`src/rtl/multi_pulse_counter.sv`:
```
// rtl/multi_pulse_counter.sv - multi-channel toggle-event counter with CDC sync, overflow flags and snapshot
// Toggle inputs are synchronized per channel; edges after the INIT settle window are counted.
module multi_pulse_counter #(
  parameter int NCH         = 4,
  parameter int CW          = 16,
  parameter int SYNC_STAGES = 2,
  parameter int SATURATE    = 0
) (
  input  logic                clk,
  input  logic                rst_n,
  input  logic [NCH-1:0]      pulse_tgl,
  input  logic [NCH-1:0]      clr,
  input  logic                snap,
  output logic [NCH*CW-1:0]   cnt,
  output logic [NCH*CW-1:0]   snap_cnt,
  output logic                snap_vld,
  output logic [NCH-1:0]      evt,
  output logic [NCH-1:0]      ovf
);

  typedef enum logic {ST_INIT, ST_RUN} state_t;

  localparam logic [2:0] INIT_LAST = 3'(SYNC_STAGES);

  state_t          state_q, state_d;
  logic [2:0]      init_cnt_q, init_cnt_d;

  logic [NCH-1:0]  sync_q [SYNC_STAGES];
  logic [NCH-1:0]  hist_q;
  logic [NCH-1:0]  event_det;

  logic [NCH*CW-1:0] cnt_d;
  logic [NCH-1:0]    ovf_d;

  // FSM: INIT holds for SYNC_STAGES+1 cycles so the history flops absorb the reset-release level.
  always_ff @(posedge clk or negedge rst_n) begin
    if (!rst_n) begin
      state_q    <= ST_INIT;
      init_cnt_q <= '0;
    end else begin
      state_q    <= state_d;
      init_cnt_q <= init_cnt_d;
    end
  end

  always_comb begin
    state_d    = state_q;
    init_cnt_d = init_cnt_q;
    case (state_q)
      ST_INIT: begin
        if (init_cnt_q == INIT_LAST) begin
          state_d = ST_RUN;
        end else begin
          init_cnt_d = init_cnt_q + 3'd1;
        end
      end
      ST_RUN: begin
        state_d = ST_RUN;
      end
      default: begin
        state_d = ST_INIT;
      end
    endcase
  end

  always_ff @(posedge clk or negedge rst_n) begin
    if (!rst_n) begin
      for (int s = 0; s < SYNC_STAGES; s++) begin
        sync_q[s] <= '0;
      end
      hist_q <= '0;
    end else begin
      sync_q[0] <= pulse_tgl;
      for (int s = 1; s < SYNC_STAGES; s++) begin
        sync_q[s] <= sync_q[s-1];
      end
      hist_q <= sync_q[SYNC_STAGES-1];
    end
  end

  assign event_det = (sync_q[SYNC_STAGES-1] ^ hist_q) & {NCH{state_q == ST_RUN}};

  // A clear coinciding with an event restarts the count at 1 so the event is kept.
  always_comb begin
    cnt_d = cnt;
    ovf_d = ovf;
    for (int i = 0; i < NCH; i++) begin
      if (clr[i]) begin
        cnt_d[i*CW +: CW] = CW'(event_det[i]);
        ovf_d[i]          = 1'b0;
      end else if (event_det[i]) begin
        if (cnt[i*CW +: CW] == {CW{1'b1}}) begin
          ovf_d[i] = 1'b1;
          if (SATURATE == 0) begin
            cnt_d[i*CW +: CW] = '0;
          end
        end else begin
          cnt_d[i*CW +: CW] = cnt[i*CW +: CW] + CW'(1);
        end
      end
    end
  end

  always_ff @(posedge clk or negedge rst_n) begin
    if (!rst_n) begin
      cnt      <= '0;
      ovf      <= '0;
      evt      <= '0;
      snap_cnt <= '0;
      snap_vld <= 1'b0;
    end else begin
      cnt      <= cnt_d;
      ovf      <= ovf_d;
      evt      <= event_det;
      snap_vld <= snap;
      if (snap) begin
        snap_cnt <= cnt;
      end
    end
  end

endmodule

```
`config.mk`:
```
export PLATFORM = sky130hd
export DESIGN_NAME = multi_pulse_counter
export DESIGN_NICKNAME = d
export VERILOG_FILES = /design/src/rtl/multi_pulse_counter.sv
export SDC_FILE = /design/constraint.sdc
export NUM_CORES = 1
export LEC_CHECK = 0
export CAP_MARGIN = 20
export CORE_MARGIN = 10
export CORE_UTILIZATION = 40
export DETAILED_ROUTE_END_ITERATION = 16
export GPL_ROUTABILITY_DRIVEN = 0
export PLACE_DENSITY_LB_ADDON = 0.08
export SYNTH_ARGS = -nofsm -noshare
export SYNTH_HDL_FRONTEND = slang
export SYNTH_SLANG_ARGS = --single-unit
export TNS_END_PERCENT = 5
```
`constraint.sdc`:
```
create_clock -name clk -period 2.77 [get_ports clk]
set_clock_uncertainty 0.2 [all_clocks]
set_input_delay 0.554 -clock clk [delete_from_list [all_inputs] [get_ports clk]]
set_output_delay 0.554 -clock clk [all_outputs]
set_load 0.1 [all_outputs]
```
* Yosys cells after proc, flatten, opt, wreduce, memory -nomap -nowiden
Index checks and enable logic that the tools add are counted.
Cells by class: equal/unequal tests 5, bitwise operators 4, muxes and demuxes 26, reduce and logical (&&, ||, !) cells 13, add/sub/neg operators 5
Operators by type and width (count):
- 16-bit two-way mux | 12
- 16-bit by 1-bit adder with 16-bit output, second input constant | 4
- 16-bit == test, second input constant | 4
- 2-bit nonzero test | 8
- 1-bit two-way mux | 13
- 2-bit AND reduction | 5
- 4-bit AND | 1
- 4-bit bitwise XOR | 1
- 3-bit by 1-bit adder with 3-bit output, second input constant | 1
- 3-bit by 2-bit == test with 1-bit output, second input constant | 1
- 1-bit inverter | 2
- 1-bit one-hot mux with 2 select lines | 1
Word-level totals: output and inout bits 137, flip-flop bits (word level) 153

* Logic depth before layout (Yosys ltp)
depth in word-level cells 4, mapped depth 6

* Least setup slack after synthesis
OpenSTA, ideal clock, no wires.
path type flip-flop to flip-flop, start register cnt[32], end register cnt[43], arrival time 2.267 ns, cell stages (with the launch flop) 7, path slack 0.172 ns, required time 2.440 ns, clock period less this slack 2.598 ns, setup time 0.130 ns, path buffers 1, cells stage by stage dfrtp_1 > ha_1 > and2_1 > nand4_1 > o31ai_1 > buf_2 > a21oi_1
On the way: word-level cells in the longest chain between the ends 4, elaborated cells on any way between the ends 5, classes of those cells add/sub: 1; eq/ne: 1; mux: 3
RTL lines:
- start, declared | line 14 | output logic [NCH*CW-1:0] cnt,
- start signal, assigned | line 112 | cnt <= cnt_d;
- 16-bit by 1-bit adder with 16-bit output / 16-bit == test (equally long branches) | line 98, 92
- 16-bit two-way mux * | line 92 | if (cnt[i*CW +: CW] == {CW{1'b1}}) begin
- 16-bit two-way mux * | line 91 | end else if (event_det[i]) begin
- 16-bit two-way mux * | line 88 | if (clr[i]) begin
Mark *: on every way between the ends. The rest lies on a longest branch, timed or not. The select of a mux whose other input is x is not followed. A chain may end at the register's enable or synchronous reset.

* Worst setup path after layout
start register cnt[16], end register cnt[29]
Same word-level chain as after synthesis.

==> impl_metrics.tcl <==
set metrics [dict create \
    postRouteAntennaNets 0 \
    p_leak_nw 4.02 \
    critPathSlowestCell "o21bai_1" \
    syn_area_sq_mm 0.00676 \
    rsz0062_at_grt "false" \
    fin_util 0.529 \
    insertedDiodeCount 0 \
    setup_violations 0 \
    synth_fp_nets 595 \
    crit_fanout 9 \
    first_pass_iters 5 \
    path_clk_slew_ns 0.06 \
    synth_cells 578 \
    place_area_sq_mm 0.00819 \
    crit_buf_inv 0 \
    first_iter_violations 288 \
    postCtsSetupRepairBufs 0 \
    fin_tns_setup_ns 0 \
    grt_first_pass_wirelength_mm 27.6 \
    reg2reg_slack_ns 0.53 \
    worstSetupPathType "flop to flop" \
    core_area_sq_mm 0.0166 \
    relSlewSlack 0.326 \
    cpPeakStageDelay_ns 0.61 \
    dp_hpwl_mm 11.8 \
    antenna_found_initial 0 \
    post_cts_resized 0 \
    ys_types 47 \
    worstSetupStartpointType "flop" \
    power-per-cell-area_mw_per_mm2 625 \
    path_cells "ha_1 -> and3_1 -> nand3_2 -> o21bai_1 -> a21oi_1" \
    crit_family "compound AO/OA/AOI/OAI gates" \
    drv_slew 0 \
    maxCapViolCount 0 \
    placedCellCount 935 \
    grt-ovfl-total 0 \
    finalNonFillerCells 968 \
    numPortBuffers 147 \
    hp-class "flop to flop" \
    grt_pass1_vias 5252 \
    num-fill-cells 1512 \
    ir_drop_mv 0.440 \
    clock-sinks 153 \
    ys_warn_count 0 \
    fin_crit_ns 2.24 \
    required_ns 2.84 \
    cts_buffers 17 \
    max_freq_mhz 445 \
    wl_per_cell_microns 17.6 \
    fin_nets 752 \
    fin_crit_sh 0.810 \
    crit_arrival_ns 2.32 \
    fp.dieArea_sq_mm 0.0225 \
    totalWireLength_mm 17.0 \
    holdWs_ns 0.148 \
    via_count 5309 \
    crit_path_end_kind "flop" \
    syn_to_final_growth_pct 29.7 \
    final_common_cell "dfrtp_1" \
    htree_levels 4 \
    clk-insertion-delay-late_ns 0.42 \
    die_w_microns 150 \
    cts_tree "built" \
    via_per_inst 5.48 \
    initial_core_util 0.408 \
    clock-root-buffer "clkbuf_16" \
    synth_edf_count 0 \
    die_y_microns 150 \
    status "completed" \
    num_io_pins 148 \
    clock_path_buffers 2 \
    hold_viol 0 \
    synth-seq-cells 153 \
    grt_max_degree 66 \
    drive_above_1_share 0.345 \
    synthFlopType "dfrtp_1" \
    rows 47 \
    track_usage 0.152 \
    syn_area_per_cell_sq_um 11.7 \
    async_reset_ff_frac 1.00 \
    final_area_sq_mm 0.00877 \
    ys_seq_area_frac 0.566 \
    worstMarginPinSlew_ns 1.01 \
    drc_errors 0 \
    final_cell_mix "153 x dfrtp_1, 146 x buf_4, 64 x mux2_2" \
]
cell usage after synthesis, types with 8 or more instances:
cell type | count | share of area
nand4_1 | 17 | 0.016
o31ai_1 | 27 | 0.030
nand2_1 | 38 | 0.021
buf_2 | 8 | 0.0059
clkbuf_1 | 12 | 0.0067
xor2_1 | 11 | 0.014
nor2_1 | 18 | 0.010
a21oi_1 | 52 | 0.038
and3_1 | 10 | 0.0093
o21ai_0 | 13 | 0.0096
inv_1 | 12 | 0.0067
nand3_1 | 28 | 0.021
mux2_2 | 64 | 0.11
or4_1 | 27 | 0.030
or3_1 | 16 | 0.015
dfrtp_1 | 153 | 0.57
power breakdown:
group	internal [mW]	leakage (nW)	switching (mW)
registers	2.30	2.06	0.0691
clock network	1.35	0.263	0.928
logic	0.185	1.70	0.641
total	3.84	4.02	1.64
worst paths after layout:
kind | from | endpoint | cells past startpoint
worst min-delay path | sync_q[7]$_DFF_PN0_ | sync_q[3]$_DFF_PN0_ | 0
worst max-delay path | cnt[16]$_DFFE_PN0P_ | cnt[29]$_DFFE_PN0P_ | 5
max in group asynchronous | rst_n | evt[1]$_DFF_PN0_ | 3
worst max register to register | cnt[16]$_DFFE_PN0P_ | cnt[29]$_DFFE_PN0P_ | 5
worst min register to register | sync_q[7]$_DFF_PN0_ | sync_q[3]$_DFF_PN0_ | 0
min in group asynchronous | rst_n | snap_cnt[11]$_DFFE_PN0P_ | 2
metrics by stage:
step           power [mW]  setup slack, ns
2_1_floorplan        3.00            0.172
3_3_place_gp         3.24            0.348
3_5_place_dp         3.25            0.328
4_1_cts              5.55            0.504
5_1_grt              5.69            0.344
6_report             5.48            0.525
layout make-up:
type | count | area (sq um) | area share
clock buffer | 22 | 454 | 0.0518
clock inverter | 10 | 120 | 0.0137
inverter | 12 | 45.0 | 0.00514
multi-input combinational | 391 | 2790 | 0.318
sequential | 153 | 3830 | 0.437
tap | 220 | 275 | 0.0314
timing repair buffer | 160 | 1260 | 0.144
flip-flops by register name, summed over array words and instances, names as in the netlist:
| register | count |
|---|---|
| cnt | 64 |
| evt | 4 |
| hist_q | 4 |
| init_cnt_q | 3 |
| ovf | 4 |
| snap_cnt | 64 |
| snap_vld | 1 |
| state_q | 1 |
| sync_q | 8 |
cell families (layout without fill, tap and decap cells):
family | count (synthesis) | after routing | share of synthesized area
AND/OR/NAND/NOR | 182 | 182 | 0.155
flip-flops | 153 | 153 | 0.566
buffers and inverters | 34 | 204 | 0.0217
AO/OA/AOI/OAI | 122 | 122 | 0.114
multiplexers | 64 | 64 | 0.107
XOR/XNOR | 17 | 17 | 0.0254
adder cells (fa/ha/maj) | 6 | 6 | 0.0111
metal layers:
layer,part of all wire,global-route usage
met1,0.43,0.184
met2,0.50,0.249
met3,0.067,0.0498
met4,0.010,0.0500
met5,0,0
repair_timing:
action	4_1_cts	5_1_grt
endpoints found under the setup margin	0	0
hold endpoints to repair	55	0
hold buffers	1	0
(Power assumes the default switching activity.)
